--- config.mk ---
export PLATFORM = sky130hd
export DESIGN_NAME = hit_arbiter_flat
export DESIGN_NICKNAME = d
export VERILOG_FILES = /design/src/rtl/hit_arbiter_if.sv /design/src/rtl/hit_arbiter.sv /design/src/flat_wrapper.sv
export SDC_FILE = /design/constraint.sdc
export NUM_CORES = 1
export LEC_CHECK = 0
export ABC_AREA = 1
export BUFFER_PORTS_ARGS = -buffer_cell sky130_fd_sc_hd__buf_2
export CORE_MARGIN = 3
export CORE_UTILIZATION = 30
export CTS_CLUSTER_DIAMETER = 40
export CTS_CLUSTER_SIZE = 20
export DETAILED_ROUTE_END_ITERATION = 7
export PLACE_DENSITY = 0.5
export SETUP_SLACK_MARGIN = 0.15
export SLEW_MARGIN = 20
export SYNTH_ARGS = -nofsm -noshare
export SYNTH_HDL_FRONTEND = slang
export SYNTH_SLANG_ARGS = --single-unit
--- constraint.sdc ---
create_clock -name clk -period 3.1 [get_ports clk]
set_clock_uncertainty 0.1 [all_clocks]
set_input_delay 0.62 -clock clk [delete_from_list [all_inputs] [get_ports clk]]
set_output_delay 0.62 -clock clk [all_outputs]
set_load 0.01 [all_outputs]
--- src/rtl/hit_arbiter_if.sv ---
`default_nettype none
// ============================================================================
//  Module      : hit_arbiter_if
//  Description : Bundle of the request/ack and map hit signals around the
//                wall-hit arbiter.
//                  i_top_state  game top state (2'b01 = play)
//                  i_req_valid  per-requester request, held until acked
//                  i_req_x/y    6-bit cell column/row per requester, packed
//                  o_req_ack    per-requester ack pulse
//                  o_hit_x/y    registered hit cell to the map
//                  o_hit_valid  registered hit strobe to the map
//                  o_hit_count  saturating hit count since play entry
//                Modport master: requester / game side.
//                Modport slave : the arbiter.
//  Revision    : 1.0  initial release
// ============================================================================
interface hit_arbiter_if #(
    parameter int NUM_REQ = 4,
    parameter int CNT_W   = 16
);
    logic [1:0]           i_top_state;
    logic [NUM_REQ-1:0]   i_req_valid;
    logic [6*NUM_REQ-1:0] i_req_x;
    logic [6*NUM_REQ-1:0] i_req_y;
    logic [NUM_REQ-1:0]   o_req_ack;
    logic [5:0]           o_hit_x;
    logic [5:0]           o_hit_y;
    logic                 o_hit_valid;
    logic [CNT_W-1:0]     o_hit_count;

    modport master (
        output i_top_state, i_req_valid, i_req_x, i_req_y,
        input  o_req_ack, o_hit_x, o_hit_y, o_hit_valid, o_hit_count
    );

    modport slave (
        input  i_top_state, i_req_valid, i_req_x, i_req_y,
        output o_req_ack, o_hit_x, o_hit_y, o_hit_valid, o_hit_count
    );
endinterface
`default_nettype wire

--- src/rtl/hit_arbiter.sv ---
`default_nettype none
// ============================================================================
//  Module      : hit_arbiter
//  Description : Serialises wall-hit requests from NUM_REQ projectile/player
//                engines onto the single map hit port. One round-robin grant
//                per cycle while playing; every pending request is drained
//                (acked without a hit) while not playing. Keeps a saturating
//                count of issued hits that clears outside play.
//  Ports       : clk    system clock
//                rst_n  asynchronous active-low reset
//                bus    hit_arbiter_if.slave (requests in, acks/hits out)
//  Options     : `define HIT_BOUNDS_CHECK_EN to ack-and-drop, while playing,
//                any request whose row is above 43.
//  Revision    : 1.0  initial release
// ============================================================================
module hit_arbiter #(
    parameter int NUM_REQ = 4,
    parameter int CNT_W   = 16
) (
    input  wire           clk,
    input  wire           rst_n,
    hit_arbiter_if.slave  bus
);

    localparam int               PTR_W       = (NUM_REQ > 1) ? $clog2(NUM_REQ) : 1;
    localparam logic [PTR_W-1:0] c_last_idx  = PTR_W'(NUM_REQ - 1);
    localparam logic [CNT_W-1:0] c_cnt_max   = {CNT_W{1'b1}};

    typedef enum logic [0:0] {
        ST_IDLE = 1'b0,
        ST_PLAY = 1'b1
    } state_t;

    state_t             r_state;
    state_t             w_state_next;
    logic [PTR_W-1:0]   r_rr_ptr;
    logic [5:0]         r_hit_x;
    logic [5:0]         r_hit_y;
    logic               r_hit_valid;
    logic [CNT_W-1:0]   r_hit_count;

    logic [NUM_REQ-1:0] w_elig;
    logic [NUM_REQ-1:0] w_drop;
    logic [NUM_REQ-1:0] w_grant;
    logic [NUM_REQ-1:0] w_ack;
    logic               w_found;
    logic [PTR_W-1:0]   w_win;
    logic [PTR_W-1:0]   w_sel;
    int                 w_idx;
    logic               w_issue;
    logic [5:0]         w_win_x;
    logic [5:0]         w_win_y;

    // ------------------------------------------------------------------------
    // Eligibility: optionally strip out-of-map rows from arbitration; those
    // are acked alongside the winner so their engines do not stall.
    // ------------------------------------------------------------------------
`ifdef HIT_BOUNDS_CHECK_EN
    generate
        for (genvar k = 0; k < NUM_REQ; k++) begin : g_bounds
            assign w_drop[k] = bus.i_req_valid[k] && (bus.i_req_y[6*k +: 6] > 6'd43);
        end
    endgenerate
`else
    assign w_drop = '0;
`endif
    assign w_elig = bus.i_req_valid & ~w_drop;

    // ------------------------------------------------------------------------
    // Round-robin search starting at r_rr_ptr, wrapping modulo NUM_REQ
    // (NUM_REQ need not be a power of two, so the wrap is explicit).
    // ------------------------------------------------------------------------
    always_comb begin
        w_found = 1'b0;
        w_win   = '0;
        w_grant = '0;
        w_idx   = 0;
        w_sel   = '0;
        for (int i = 0; i < NUM_REQ; i++) begin
            w_idx = int'(r_rr_ptr) + i;
            if (w_idx >= NUM_REQ) begin
                w_idx = w_idx - NUM_REQ;
            end
            w_sel = PTR_W'(w_idx);
            if (!w_found && w_elig[w_sel]) begin
                w_found        = 1'b1;
                w_win          = w_sel;
                w_grant[w_sel] = 1'b1;
            end
        end
    end

    assign w_win_x = bus.i_req_x[6*int'(w_win) +: 6];
    assign w_win_y = bus.i_req_y[6*int'(w_win) +: 6];
    assign w_issue = (r_state == ST_PLAY) && w_found;

    // ------------------------------------------------------------------------
    // FSM: state register and next-state / ack decode.
    // ------------------------------------------------------------------------
    always_ff @(posedge clk or negedge rst_n) begin
        if (!rst_n) begin
            r_state <= ST_IDLE;
        end else begin
            r_state <= w_state_next;
        end
    end

    always_comb begin
        w_state_next = ST_IDLE;
        w_ack        = '0;
        if (bus.i_top_state == 2'b01) begin
            w_state_next = ST_PLAY;
        end
        case (r_state)
            ST_PLAY: w_ack = w_grant | w_drop;
            default: w_ack = bus.i_req_valid;   // drain everything
        endcase
    end

    // Acks are combinational; hold them low while in reset so a requester
    // never sees an ack for a request the arbiter is not tracking.
    assign bus.o_req_ack = rst_n ? w_ack : '0;

    // ------------------------------------------------------------------------
    // Pointer, registered hit port and saturating counter.
    // ------------------------------------------------------------------------
    always_ff @(posedge clk or negedge rst_n) begin
        if (!rst_n) begin
            r_rr_ptr    <= '0;
            r_hit_x     <= '0;
            r_hit_y     <= '0;
            r_hit_valid <= 1'b0;
            r_hit_count <= '0;
        end else begin
            r_hit_valid <= w_issue;
            if (w_issue) begin
                r_hit_x <= w_win_x;
                r_hit_y <= w_win_y;
            end

            if (r_state != ST_PLAY) begin
                r_rr_ptr <= '0;
            end else if (w_found) begin
                r_rr_ptr <= (w_win == c_last_idx) ? '0 : w_win + 1'b1;
            end

            // Clearing outside play wins over a late hit from the last
            // play cycle, so the count always restarts at 0 on play entry.
            if (r_state != ST_PLAY) begin
                r_hit_count <= '0;
            end else if (r_hit_valid && (r_hit_count != c_cnt_max)) begin
                r_hit_count <= r_hit_count + 1'b1;
            end
        end
    end

    assign bus.o_hit_x     = r_hit_x;
    assign bus.o_hit_y     = r_hit_y;
    assign bus.o_hit_valid = r_hit_valid;
    assign bus.o_hit_count = r_hit_count;

endmodule
`default_nettype wire

--- src/flat_wrapper.sv ---
// flat-port wrapper written by rule: the top's interface ports become plain ports
module hit_arbiter_flat 
#(
    parameter int NUM_REQ = 4,
    parameter int CNT_W   = 16
)
  (clk, rst_n, bus_i_top_state, bus_i_req_valid, bus_i_req_x, bus_i_req_y, bus_o_req_ack, bus_o_hit_x, bus_o_hit_y, bus_o_hit_valid, bus_o_hit_count);
  hit_arbiter_if #(.NUM_REQ(NUM_REQ), .CNT_W(CNT_W)) bus_i ();
  input  wire clk;
  input  wire rst_n;
  input wire logic [$bits(bus_i.i_top_state)-1:0] bus_i_top_state;
  input wire logic [$bits(bus_i.i_req_valid)-1:0] bus_i_req_valid;
  input wire logic [$bits(bus_i.i_req_x)-1:0] bus_i_req_x;
  input wire logic [$bits(bus_i.i_req_y)-1:0] bus_i_req_y;
  output wire logic [$bits(bus_i.o_req_ack)-1:0] bus_o_req_ack;
  output wire logic [$bits(bus_i.o_hit_x)-1:0] bus_o_hit_x;
  output wire logic [$bits(bus_i.o_hit_y)-1:0] bus_o_hit_y;
  output wire logic [$bits(bus_i.o_hit_valid)-1:0] bus_o_hit_valid;
  output wire logic [$bits(bus_i.o_hit_count)-1:0] bus_o_hit_count;
  assign bus_i.i_top_state = bus_i_top_state;
  assign bus_i.i_req_valid = bus_i_req_valid;
  assign bus_i.i_req_x = bus_i_req_x;
  assign bus_i.i_req_y = bus_i_req_y;
  assign bus_o_req_ack = bus_i.o_req_ack;
  assign bus_o_hit_x = bus_i.o_hit_x;
  assign bus_o_hit_y = bus_i.o_hit_y;
  assign bus_o_hit_valid = bus_i.o_hit_valid;
  assign bus_o_hit_count = bus_i.o_hit_count;
  hit_arbiter #(.NUM_REQ(NUM_REQ), .CNT_W(CNT_W)) u_core (.clk(clk), .rst_n(rst_n), .bus(bus_i));
endmodule
# After elaboration in Yosys (flattened, before gate mapping)

Index checks and enable logic that the tools add are counted.

Shifts and indexed selects: 2
Multipliers: 1
Equality and inequality tests: 5
$add $sub $neg: 9
Reductions and logical operators: 12
Bitwise gates (word level): 3
Muxes and demuxes: 40
Magnitude comparators: 12

Operator list:

| operator                | count |
|---|---|
| $shiftx A24 B32 Y6      | 2 |
| $mux W16                | 2 |
| $mux W4                 | 6 |
| $mux W2                 | 11 |
| $add A16 B1 Y16 const B | 1 |
| $ne A16 B16 Y1 const B  | 1 |
| $mux W1                 | 13 |
| $lt A2 B3 Y1 const B    | 4 |
| $or A4 B4 Y4            | 3 |
| $ge A3 B3 Y1 const B    | 3 |
| $logic_and A1 B1 Y1     | 9 |
| $bmux W1 S2             | 4 |
| $demux W1 S2            | 4 |
| $ge A2 B1 Y1 const B    | 4 |
| $sub A2 B1 Y2 const B   | 4 |
| $add A2 B2 Y3 const B   | 2 |
| $mul A2 B2 Y4 const A   | 1 |
| $ne A2 B2 Y1 const B    | 2 |
| $add A2 B1 Y3 const B   | 1 |
| $ge A2 B3 Y1 const B    | 1 |
| $logic_not A1 Y1        | 3 |
| $add A2 B1 Y2 const B   | 1 |
| $eq A2 B1 Y1 const B    | 1 |
| $eq A2 B2 Y1 const B    | 1 |

Register bits: 32

# Logic depth before layout (Yosys ltp)

Gate-level depths: netlist (run 1).

Word-level depth: 18
Mapped depth: 16
Depth with buffers taken out: 14

# Worst setup path after synthesis (run 1)

Ideal clock, no wire load.

Path kind: register to output
Start: register u_core.r_rr_ptr[0]
End: output bus_o_req_ack[0]
Required time: 2.380 ns
Stages on the path, launching flop included: 11
Buffers on the path: 1
Arrival time: 1.730 ns
Path slack: 0.650 ns
Path through: dfrtp_1 > buf_6 > inv_6 > ha_1 > inv_1 > nand3_1 > nand2_1 > nand4_1 > inv_2 > nand2_1 > a31oi_1

Cells in the longest elaborated chain, start to end: 16
Elaborated cells on any way between the ends: 61
Those cells by class: 7 x add/sub; 12 x order compare; 29 x mux; 3 x bitwise; 10 x reduce/logical

RTL lines:

| what                                                                   | line               | text |
|---|---|---|
| start, declared                                                        | hit_arbiter.sv:36  | `logic [PTR_W-1:0] r_rr_ptr;` |
| start signal, assigned                                                 | hit_arbiter.sv:144 | `r_rr_ptr <= (w_win == c_last_idx) ? '0 : w_win + 1'b1;` |
| parallel branches: the longest is 13 deep, another holds $add A2 B1 Y3 | -                  |  |
| $mux W4 (*)                                                            | hit_arbiter.sv:85  | `if (!w_found && w_elig[w_sel]) begin` |
| $mux W4 (*)                                                            | hit_arbiter.sv:114 | `case (r_state)` |
| $mux W4 (*)                                                            | hit_arbiter.sv:122 | `assign bus.o_req_ack = rst_n ? w_ack : '0;` |
| end, declared                                                          | flat_wrapper.sv:15 | `output wire logic [$bits(bus_i.o_req_ack)-1:0] bus_o_req_ack;` |

Every way passes the cells marked *. The select of a mux whose other input is x is not followed.

# Worst setup path after layout (run 1)

Start: register u_core.r_rr_ptr[0]
End: output bus_o_req_ack[2]

Same word-level chain as after synthesis.

==> summary by stage, run 1 <==
Clock network
The clock tree from TritonCTS is yes. Counting every sink on the clock net gives 32. The number of buffers added by the clock tree synthesis step is 5. The cell sitting at the root of the clock tree is a sky130_fd_sc_hd__clkbuf_8.

The later pin in the worst-skew pair is clocked with a latency of 0.28 ns. The clock passes through at most 2 buffers. The clock transition time at the flip-flop clock pins of the worst setup and hold paths is 0.07 ns. The hold-fix buffer count after cts is 0. The maximum level of the CTS H-tree is 2.

Hold path
The path class of the lowest-slack min-delay path is input port to async pin.

Status
The run finished with clean final reports.

Logic synthesis
Dividing the synthesized area by the synthesized cell count gives 6.54 µm². The synthesized flop and latch total is 32. The net count after synthesis is 468. Counting every instance in the synthesized netlist gives 403. Counting distinct cell types in the post-synthesis netlist gives 30. Of the synthesized area, sequential elements account for 30.4%. The count of yosys warnings during synthesis is 0. In this run the cell area of the synthesized design comes to 2630 µm².

Placement
At the end of routability-driven placement, the weighted congestion stood at 0.950. Summed over all nets, the half-perimeter wirelength after detailed placement is 5.86 mm. Before CTS, the worst setup slack after placement is 0.414 ns. The count of buffers added on input and output ports is 88. In this run the cell area measured after placement is 3170 µm².

STA
The final setup violation count is 0. Setup repair after global routing left no endpoint under its margin. The max-slew violation count is 0.

Static timing analysis puts the maximum clock frequency at 0.355 GHz. The setup slack after layout is 0.284 ns. The final hold violation count is 0. Counting I/O delays and the setup requirement, the final critical path takes 2.82 ns.

At the pin with the least slew margin, the transition time is 0.506 ns. The aggregate negative setup slack is 0 ns. The final critical-path share of the clock period is 90.8%.

In this run the tightest slew margin relative to its limit is 66.0%.

Setup path
The largest delay contributor family on the critical path is buffers and inverters. The peak fanout along the critical path is 12. The data arrival time of the worst path is 2.10 ns.

The classification of the worst setup path is flip-flop to output pin. In this design, the stage delay of the slowest critical-path cell is 0.44 ns. Tracing the worst setup path back leads to its startpoint at u_core.r_rr_ptr[0]$_DFFE_PN0P_.

STA classifies the critical path endpoint as an output pin. The required time of the critical path is 2.38 ns. Together, buffers and inverters on the worst path number 4. Walking the worst path, the cells encountered are inv_6 -> ha_1 -> inv_1 -> nand3_1 -> nand2_2 -> nand4_1 -> inv_2 -> nand2_1 -> a31oi_1 -> buf_2. The launching element type of the critical path is a flip-flop. The slowest cell on the critical path is sky130_fd_sc_hd__dfrtp_2. The launch instance of the worst register-to-register path is u_core.r_rr_ptr[0]$_DFFE_PN0P_.

Global route
Entering global routing, the biggest net connects 27 pins. The number of antenna violations at the first check in global routing is 0. The first global-routing pass estimated 12.9 mm of wire. For this run the aggregate overflow at the end of global routing stands at 0. The global-route total usage across every layer is 15.7%. The number of global-route vias before repair is 2772.

Finish
The share of the core filled with cells in the final layout is 39.1%. The area added between synthesis and finish is 24.5%. The proportion of layout cells with a drive suffix above 1 is 25.6%. The sequential cell area is 803 µm².

The count of nets after finishing is 558. The number of antenna cells inserted is 0. In the layout the commonest cells are 116 x sky130_fd_sc_hd__nand2_1, 88 x sky130_fd_sc_hd__buf_2, 71 x sky130_fd_sc_hd__inv_1, 50 x sky130_fd_sc_hd__nand3_1, 30 x sky130_fd_sc_hd__dfrtp_1.

The number of inserted filler cells in the final layout is 930. The finished cells cover 3280 µm². In the final layout, the multi-input gates occupy 1460 µm². The leading cell type in the layout, fill and taps excluded is sky130_fd_sc_hd__nand2_1.

Floorplanning
From bottom edge to top edge, the die measures 99.7 µm. The initial cell density of the core is 31.4%. The area of the die is 9940 µm². The top-level I/O count is 89. The die is 99.7 µm wide.

The core region is 8380 µm². The initialized floorplan defines 33 standard-cell rows.

Pwr
Across the VDD grid, the largest voltage drop is 434 µV. The static leakage is 1.88 nW. The total power divided by cell area is 839 nW/µm².

Routing
Detailed routing inserted a total of 2905 vias. The routed wire length is 7.84 mm. The per-cell routed wire length is 13.1 µm. The initial detailed-routing violation count is 112. The post-detailed-route DRC marker count is 0. Once detail routing completed, the nets flagged for antenna violations numbered 0.

The iteration count of the initial detailed-routing pass is 4. The per-cell via count in the routed design is 4.86.

Job
The number of maximum-capacitance violations is 0.
[timing repair]
| action | in CTS | in global routing |
|---|---|---|
| pin swaps | 0 | 1 |
| setup buffers | 0 | 2 |
| endpoints found under the setup margin | 4 | 4 |
| gates resized for setup | 1 | 5 |
[metrics by stage]
stage | total power, mW | instances | hold slack, ns
2_1_floorplan | 2.02 | 403 | 0.224
3_3_place_gp | 2.42 | 589 | 0.360
3_5_place_dp | 2.42 | 589 | 0.368
4_1_cts | 2.74 | 596 | 0.101
5_1_grt | 3.06 | 598 | 0.111
6_report | 2.75 | 598 | 0.101
[worst paths after layout]
path,slack [ns],cells past startpoint,end
setup / recovery,0.28,10,bus_o_req_ack[2]
hold / removal,0.10,1,u_core.bus.o_hit_x[1]$_DFFE_PN0P_
hold reg to reg,0.38,2,u_core.bus.o_hit_x[3]$_DFFE_PN0P_
min in group clk,0.38,2,u_core.bus.o_hit_x[3]$_DFFE_PN0P_
setup reg to reg,0.68,12,u_core.bus.o_hit_x[1]$_DFFE_PN0P_
max in group asynchronous,2.17,2,u_core.r_rr_ptr[1]$_DFFE_PN0P_
[flip-flops by register name, indices dropped and copies added (netlist names)]
name and cells:
u_core.bus.o_hit_y 6, u_core.bus.o_hit_valid 1, u_core.bus.o_hit_x 6, u_core.bus.o_hit_count 16, u_core.r_state 1, u_core.r_rr_ptr 2
[cell families (layout without fill, tap and decap cells)]
group	after synthesis	in the layout	synth area share (%)
adder cells (fa/ha/maj)	9	9	4.28
AO/OA/AOI/OAI	38	38	8.31
flip-flops	32	32	30.4
XOR/XNOR	1	1	0.333
buffers and inverters	91	181	14.7
AND/OR/NAND/NOR	232	232	42.0
[layer usage]
layer | global-route usage, % | routed length, µm | share of wire [%]
met1 | 20.9 | 3720 | 47
met3 | 3.79 | 578 | 7.4
met2 | 25.4 | 3480 | 44
met5 | 0 | 0 | 0
met4 | 4.10 | 58 | 0.74
[where the power goes]
group | switching, mW | total, mW | internal (mW)
Combinational | 1.24 | 1.87 | 0.633
Sequential | 0.0619 | 0.574 | 0.512
Clock | 0.154 | 0.306 | 0.153
[Yosys cell counts, drive strengths merged]
library cell	count	share of area [%]
nand4	28	6.7
nand3	54	12
nor4	3	0.71
a21oi	12	2.3
a31oi	5	1.2
nor3	10	1.9
clkbuf	2	0.29
a221oi	4	1.3
ha	9	4.3
nor2	12	2.3
inv	76	11
xor2	1	0.33
dfrtp	32	30
buf	13	3.4
nand2	124	19
o21a	1	0.29
nor3b	1	0.29
o31ai	1	0.29
o21ai	14	2.7
a21boi	1	0.29
[final cells by class]
cell class                 instances  share of cell area [%]
clock buffer                       6                    2.21
tap                              105                    4.01
clock inverter                     1                   0.153
sequential                        32                    24.5
inverter                          76                    8.93
multi-input combinational        280                    44.5
timing repair buffer              98                    15.7
Power figures use the tool's default switching activity.
==> inputs of run 2 (changes only) <==
Settings changed: ABC_AREA 1 to unset, PLACE_DENSITY 0.5 to 0.54.
Clock period 3.1 ns to 2.35 ns, I/O delays scaled along.
==> summary by stage, run 2 <==
Status
The run finished, with violations left. The checks that failed: setup timing.

Global route
The number of global-route vias before repair is 2028. The number of antenna violations at the first check in global routing is 0. Global routing finished with a remaining overflow of 0. The global-route wire length before repair is 9.52 mm.

Global routing used 13.7% of the available tracks across all layers. Entering global routing, the biggest net connects 33 pins.

Logic synthesis
The count of distinct cell types in the synthesized netlist is 41. The count of yosys warnings during synthesis is 0. The post-synthesis instance area is 2220 µm². For this run, asynchronously set or reset flops after synthesis account for 100%. Sequential elements use 36.0% of the synthesized area. The per-instance average area after synthesis is 9.98 µm².

After synthesis, the most frequently instantiated cells are 32 x sky130_fd_sc_hd__dfrtp_1, 30 x sky130_fd_sc_hd__mux2i_1, 14 x sky130_fd_sc_hd__nor2_1, 12 x sky130_fd_sc_hd__a221oi_1. The most common cell in the synthesized netlist is sky130_fd_sc_hd__dfrtp_1. After technology mapping, the gate count stands at 223. The synthesized design contains 0 enable-type register cells. The synthesized design contains 32 register bits. Summed over all instances, the cell type with the most area after synthesis is sky130_fd_sc_hd__dfrtp_1. The net count after synthesis is 288. The top flip-flop cell by instance count after synthesis is sky130_fd_sc_hd__dfrtp_1.

Sorting the synthesized cells by area gives the leading types as sky130_fd_sc_hd__dfrtp_1 36%, sky130_fd_sc_hd__mux2i_1 13%, sky130_fd_sc_hd__ha_1 5.1%. The top cell type by area accounts for 36.0% of the synthesized area.

Routing
The wire length on met3 is 326 µm. The via count is 2038. The post-detailed-route DRC marker count is 0. The iteration count of the initial detailed-routing pass is 4. The number of nets with antenna violations after detailed routing is 0.

The highest metal layer with signal wires is met4. The detailed-routing wirelength on met1 is 2.60 mm. Wire segments on met2 add up to 2.78 mm in the final route. Dividing the detail-routed wire length by the instance count gives 13.3 µm. The per-cell via count in the routed design is 4.75. The initial detailed-routing violation count is 60.

The routed wire length is 5.72 mm.

STA
The worst hold slack is 0.204 ns. The routed design could run at a clock period as short as 2.85 ns. Summed over all failing endpoints, the final setup total negative slack is -7.08 ns. The max-slew violation count is 0. In this run the tightest slew margin relative to its limit is 53.9%. Setup repair after global routing could not meet its margin everywhere. The transition at the pin with the smallest max-transition slack is 0.688 ns.

The highest achievable clock rate is 0.351 GHz. The setup slack after layout is -0.497 ns. The final hold violation count is 0. After layout, the worst path uses 121% of the clock period. The final setup violation count is 17.

Clock network
The later pin in the worst-skew pair is clocked with a latency of 0.28 ns. In this run the number of H-tree levels came out at 2. TritonCTS created 5 clock buffers.

The clock tree from TritonCTS is yes. The clock transition time at the flip-flop clock pins of the worst setup and hold paths is 0.07 ns. No sink is reached through more buffers than the 2 on the longest clock path.

The library cell used as clock root buffer is sky130_fd_sc_hd__clkbuf_8. The clock net in this run drives a total of 32 sinks.

Finish
Cells with a size suffix above 1 make up 44.7% of the layout. The top cell types in the final layout, fill and taps aside, are 88 x sky130_fd_sc_hd__buf_2, 30 x sky130_fd_sc_hd__mux2i_1, 30 x sky130_fd_sc_hd__dfrtp_1, 21 x sky130_fd_sc_hd__buf_4, 14 x sky130_fd_sc_hd__nor2_1. The leading cell type in the layout, fill and taps excluded is sky130_fd_sc_hd__buf_2.

The count of nets after finishing is 397. The final instance area is 3160 µm². The number of antenna cells inserted is 0. The share of the core filled with cells in the final layout is 45.3%. The count of placed standard cells in the final layout, fillers left out is 429. The area added between synthesis and finish is 42.1%. The flip-flop count of the largest register, all copies and words added is 16.

Placement
In this run, placement finished with an instance count of 419. The total placed instance area is 2950 µm². The final weighted congestion in routability-driven placement is 0.764.

The count of buffers from port buffering is 88. The placed wire-length estimate is 4.43 mm.

Floorplanning
The die covers 8480 µm². The initial cell density of the core is 31.9%. Pin placement for this block handled 89 I/O pins. The core region area is 6980 µm².

The overall die width is 92.1 µm. The floorplan die height is 92.1 µm. The site row count is 30.

Setup path
The classification of the worst setup path is flip-flop to output pin. The required time of the critical path is 1.78 ns. Data on the critical path arrives at its endpoint at 2.28 ns. STA classifies the critical path endpoint as an output pin. The launch instance of the worst register-to-register path is u_core.r_rr_ptr[0]$_DFFE_PN0P_. In this run the worst path has a maximum fanout of 5.

The launching element type of the critical path is a flip-flop. The most critical setup path has its startpoint at u_core.r_rr_ptr[0]$_DFFE_PN0P_.

Pwr
The static leakage is 1.53 nW. VDD sags by at most 330 µV. The total power divided by cell area is 618 nW/µm².

Job
The number of maximum-capacitance violations is 0.

Hold path
The path class of the lowest-slack min-delay path is input port to async pin.
-- run 2: changes by cell type after synthesis, moves of 6 or more --
cell / before / now
sky130_fd_sc_hd__o21ai_0: 13 / 7
sky130_fd_sc_hd__nand2_1: 117 / 7
sky130_fd_sc_hd__and2_1: 0 / 11
sky130_fd_sc_hd__nor3_1: 10 / 2
sky130_fd_sc_hd__xor2_1: 1 / 10
sky130_fd_sc_hd__a221oi_1: 4 / 12
sky130_fd_sc_hd__nand2_2: 6 / 0
sky130_fd_sc_hd__inv_1: 71 / 8
sky130_fd_sc_hd__nand3_1: 50 / 6
sky130_fd_sc_hd__buf_2: 8 / 0
sky130_fd_sc_hd__mux2i_1: 0 / 30
sky130_fd_sc_hd__nor2b_1: 0 / 11
sky130_fd_sc_hd__nand4_1: 28 / 4
-- run 2: worst max-delay path, cell delays in order, from the launching register on --
cell and delay (ns):
sky130_fd_sc_hd__dfrtp_2 0.42, sky130_fd_sc_hd__inv_4 0.05, sky130_fd_sc_hd__ha_4 0.27, sky130_fd_sc_hd__mux4_2 0.31, sky130_fd_sc_hd__buf_6 0.15, sky130_fd_sc_hd__and2b_2 0.24
sky130_fd_sc_hd__a22o_1 0.13, sky130_fd_sc_hd__mux2i_1 0.06, sky130_fd_sc_hd__o21a_1 0.11, sky130_fd_sc_hd__a21oi_2 0.12, sky130_fd_sc_hd__buf_2 0.14
-- run 2: cell families (layout without fill, tap and decap cells) --
kind of cell / count (synthesis) / in the layout / synth area share [%]
buffers and inverters: 19 / 129 / 4.95
muxes: 34 / 34 / 16.5
AOI/OAI and AO/OA: 44 / 44 / 13.7
DFF: 32 / 32 / 36.0
adders and majority gates: 9 / 9 / 5.06
xor gates and xnor gates: 15 / 15 / 5.91
and+or+nand+nor: 70 / 70 / 17.8
-- run 2: area by class of cell --
cell class	count	area, µm²
clock buffers	7	96.3
clock inverters	1	30.0
fillers	699	3820
inverters	8	32.5
multi-input cells	172	1410
flip-flops and latches	32	803
well taps	96	120
repair buffers	113	669
-- run 2: final timing paths --
| check | end | slack, ns | depth (start not counted) |
|---|---|---|---|
| worst max-delay path | bus_o_req_ack[3] | -0.50 | 10 |
| min in group clk | u_core.r_state$_DFF_PN0_ | 0.24 | 2 |
| worst min register to register | u_core.bus.o_hit_y[3]$_DFFE_PN0P_ | 0.46 | 2 |
| worst max register to register | u_core.bus.o_hit_y[5]$_DFFE_PN0P_ | -0.45 | 10 |
| worst min-delay path | u_core.bus.o_hit_count[2]$_DFFE_PN0P_ | 0.20 | 2 |
| max in group asynchronous | u_core.r_rr_ptr[0]$_DFFE_PN0P_ | 1.62 | 2 |
-- run 2: what timing repair did --
item / CTS / global route
setup endpoints to repair: 17 / 19
setup buffers: 2 / 0
resized for setup: 6 / 10
hold buffers: 0 / 0
pin swaps: 9 / 7
-- run 2: power by group --
| part | internal (mW) | leakage [nW] | total [mW] | switching (mW) |
|---|---|---|---|---|
| sequential | 0.613 | 0.404 | 0.652 | 0.0386 |
| clock | 0.374 | 0.0645 | 0.578 | 0.204 |
| combinational | 0.378 | 1.06 | 0.723 | 0.345 |
| total | 1.36 | 1.53 | 1.95 | 0.588 |
-- run 2: metrics by stage --
step                total power [mW]  worst slack, ns
CTS                             1.95           -0.492
global placement                1.34           -0.316
finish                          1.95           -0.497
detailed placement              1.34           -0.413
global route                    2.08           -0.600
floorplan                       1.09           -0.503
-- run 2: layer usage --
metal	GRT usage (%)	vias to the layer above
met1	16.7	953
met2	24.1	56
met4	2.97	0
li1	-	1026
met5	0	-
met3	3.69	3
==> inputs of run 3 (changes only) <==
Settings changed: CORE_UTILIZATION 30 to 35, PLACE_DENSITY 0.54 to 0.61.
==> summary by stage, run 3 (synthesized netlist as in run 2, its figures left out) <==
STA
The final critical path takes up 119% of the cycle. The worst hold slack is 0.156 ns. After layout, the worst setup slack is -0.448 ns. The time the final worst path needs with I/O delays and setup is 2.80 ns. Derived from the worst setup path, the maximum achievable clock frequency is 0.357 GHz. The transition at the pin with the smallest max-transition slack is 1.02 ns. The worst slew margin relative to its limit is 31.7%. The max-slew violation count was 0. Setup violations remaining at the end of the flow were counted as 17. Setup repair after global routing could not meet its margin everywhere. The final hold violation count came to 0.

Setup path
The worst register-to-register path has a depth of 9. The worst setup path is captured at an output pin. The classification of the worst setup path is flip-flop to output pin. Data on the critical path is required at its endpoint by 1.78 ns. The worst reg-to-reg setup slack is -0.43 ns.

The startpoint identified for the worst register-to-register timing path is u_core.r_rr_ptr[0]$_DFFE_PN0P_. The endpoint identified for the worst register-to-register timing path is u_core.bus.o_hit_y[2]$_DFFE_PN0P_. STA classifies the critical path startpoint as a flip-flop.

The critical path goes through inv_4 -> ha_4 -> mux4_2 -> buf_6 -> a22o_1 -> mux2i_1 -> o21a_1 -> a21oi_2 -> buf_2. The slowest stage of the critical path belongs to the cell sky130_fd_sc_hd__dfrtp_2. The most critical setup path has its startpoint at u_core.r_rr_ptr[0]$_DFFE_PN0P_. The peak fanout along the critical path is 4. The data arrival time of the worst path is 2.23 ns. The largest incremental delay on the critical path is 0.43 ns.

Global route
The number of antenna violations at the first check in global routing is 0. The residual overflow from global routing is 0. The global-route total usage across every layer is 16.5%. The number of global-route vias before repair is 2079. The largest net degree at the start of global routing is 33. The first global-routing pass estimated 9.80 mm of wire.

Floorplanning
89 I/O pins were placed. The region available for standard cell placement spans 6030 µm². The initialized floorplan defines 28 standard-cell rows.

From bottom edge to top edge, the die measures 85.7 µm. The die covers 7350 µm². Once the floorplan was initialized, standard cells occupied 36.9% of the core. In this run the horizontal extent of the chip is 85.7 µm.

Finish
In the final layout, the share of cells above drive strength 1 is 45.9%. The final instance area is 3170 µm². Leaving out fill and tap cells, the most frequent cells in the layout are 88 x sky130_fd_sc_hd__buf_2, 30 x sky130_fd_sc_hd__dfrtp_1, 28 x sky130_fd_sc_hd__mux2i_1, 26 x sky130_fd_sc_hd__buf_4, 14 x sky130_fd_sc_hd__nor2_1. Counting the fill cells in the layout gives 581.

The net count of the finished layout is 406. The library cell used most frequently in the layout, excluding fill and tap cells, is sky130_fd_sc_hd__buf_2. The area added between synthesis and finish is 42.4%.

The flip-flop count of the largest register, all copies and words added is 16. The repair_antennas step left the layout with diodes totalling 0.

Pwr
The total power divided by cell area is 575 nW/µm². The static leakage is 1.55 nW. The design draws 1.82 mW. The maximum resistive drop on vdd is 417 µV.

Routing
After detailed routing, the number of vias per cell comes to 5.11. In the routed design, unresolved DRC markers number 0. The via count is 2131. The per-cell routed wire length is 14.2 µm.

In this run the remaining antenna-violating nets after routing total 0. The detailed router finished its first iteration with 71 violations. The iteration count of the initial detailed-routing pass is 4. After detailed routing, the total wire length is 5.91 mm.

Clock network
The number of buffers added by the clock tree synthesis step is 5. In this run the number of H-tree levels came out at 2. Buffers inserted to repair hold after CTS numbered 0. CTS saw 32 sinks.

The clock latency at the later pin of the worst-skew pair is 0.28 ns. The tree is rooted in a sky130_fd_sc_hd__clkbuf_8. The clock tree from TritonCTS is yes. The clock transition time at the flip-flop clock pins of the worst setup and hold paths is 0.07 ns. The maximum root-to-sink buffer count is 2.

Placement
The count of buffers from port buffering is 88. At the end of routability-driven placement, the weighted congestion stood at 0.793. After legalization and detailed placement, the total HPWL measured 4.19 mm. After detailed placement, the total cell area comes to 2920 µm².

Job
The number of maximum-capacitance violations is 0.

Hold path
In this run the worst hold path is classified as input port to async pin.

Status
The run finished, with violations left. The checks that failed: setup timing.
==> run 3: cell count changes in the layout (fill, tap and decap cells not counted), sizes merged <==
cell,change
buf,+6
and3,+3
clkinv,+2
bufinv,-1
clkbuf,-1
==> run 3: area by class of cell <==
cell class | count | area (µm²) | share of cell area (%)
multi-input cells | 175 | 1440 | 45.6
flip-flops and latches | 32 | 803 | 25.4
repair buffers | 119 | 701 | 22.1
well taps | 75 | 93.8 | 2.96
clock buffers | 6 | 82.6 | 2.61
inverters | 8 | 32.5 | 1.03
clock inverters | 2 | 10.0 | 0.316
==> run 3: how the worst max path moves through the flow <==
stage	end	slack [ns]	cells after the start
finish	bus_o_req_ack[1]	-0.45	9
floorplan	u_core.bus.o_hit_y[4]$_DFFE_PN0P_	-0.50	11
CTS	bus_o_req_ack[1]	-0.46	9
global route	bus_o_req_ack[1]	-0.57	9
global placement	u_core.bus.o_hit_y[2]$_DFFE_PN0P_	-0.31	7
detailed placement	u_core.bus.o_hit_y[5]$_DFFE_PN0P_	-0.40	7
==> run 3: timing repair <==
item	in CTS	in global routing
buffers inserted	2	4
endpoints found under the setup margin	17	19
gates resized for setup	12	10
pin swaps	8	9
gates cloned	3	0
==> run 3: critical path: cells and delay by family, from the launching register on <==
family,cells,cell delay (ns)
AOI/OAI and AO/OA,3,0.43
muxes,2,0.47
DFF,1,0.43
adders and majority gates,1,0.26
buffers and inverters,3,0.34
==> run 3: where the power goes <==
group	total (mW)	internal, mW	switching [mW]	leakage, nW
Sequential	0.655	0.613	0.0419	0.404
Combinational	0.720	0.372	0.347	1.09
Clock	0.447	0.234	0.213	0.0510
Total	1.82	1.22	0.602	1.55
==> run 3: per-stage QoR <==
| step | setup WS (ns) | setup TNS, ns | utilization [%] | std cells |
|---|---|---|---|---|
| final | -0.448 | -6.56 | 52.6 | 417 |
| after global routing | -0.573 | -8.21 | 52.6 | 417 |
| after CTS | -0.457 | -6.96 | 51.4 | 413 |
| after detailed placement | -0.401 | -5.56 | 48.4 | 400 |
| after global placement | -0.313 | -4.66 | 48.4 | 400 |
| after floorplan | -0.503 | -6.73 | - | 223 |
==> run 3: layer usage <==
layer,routed length (µm),share of wire (%),up-vias,global-route usage (%)
met2,2740,46,64,26.5
met3,392,6.6,5,4.80
met1,2740,46,1015,22.2
met4,35,0.59,0,3.74
li1,-,-,1047,-
met5,0,0,-,0
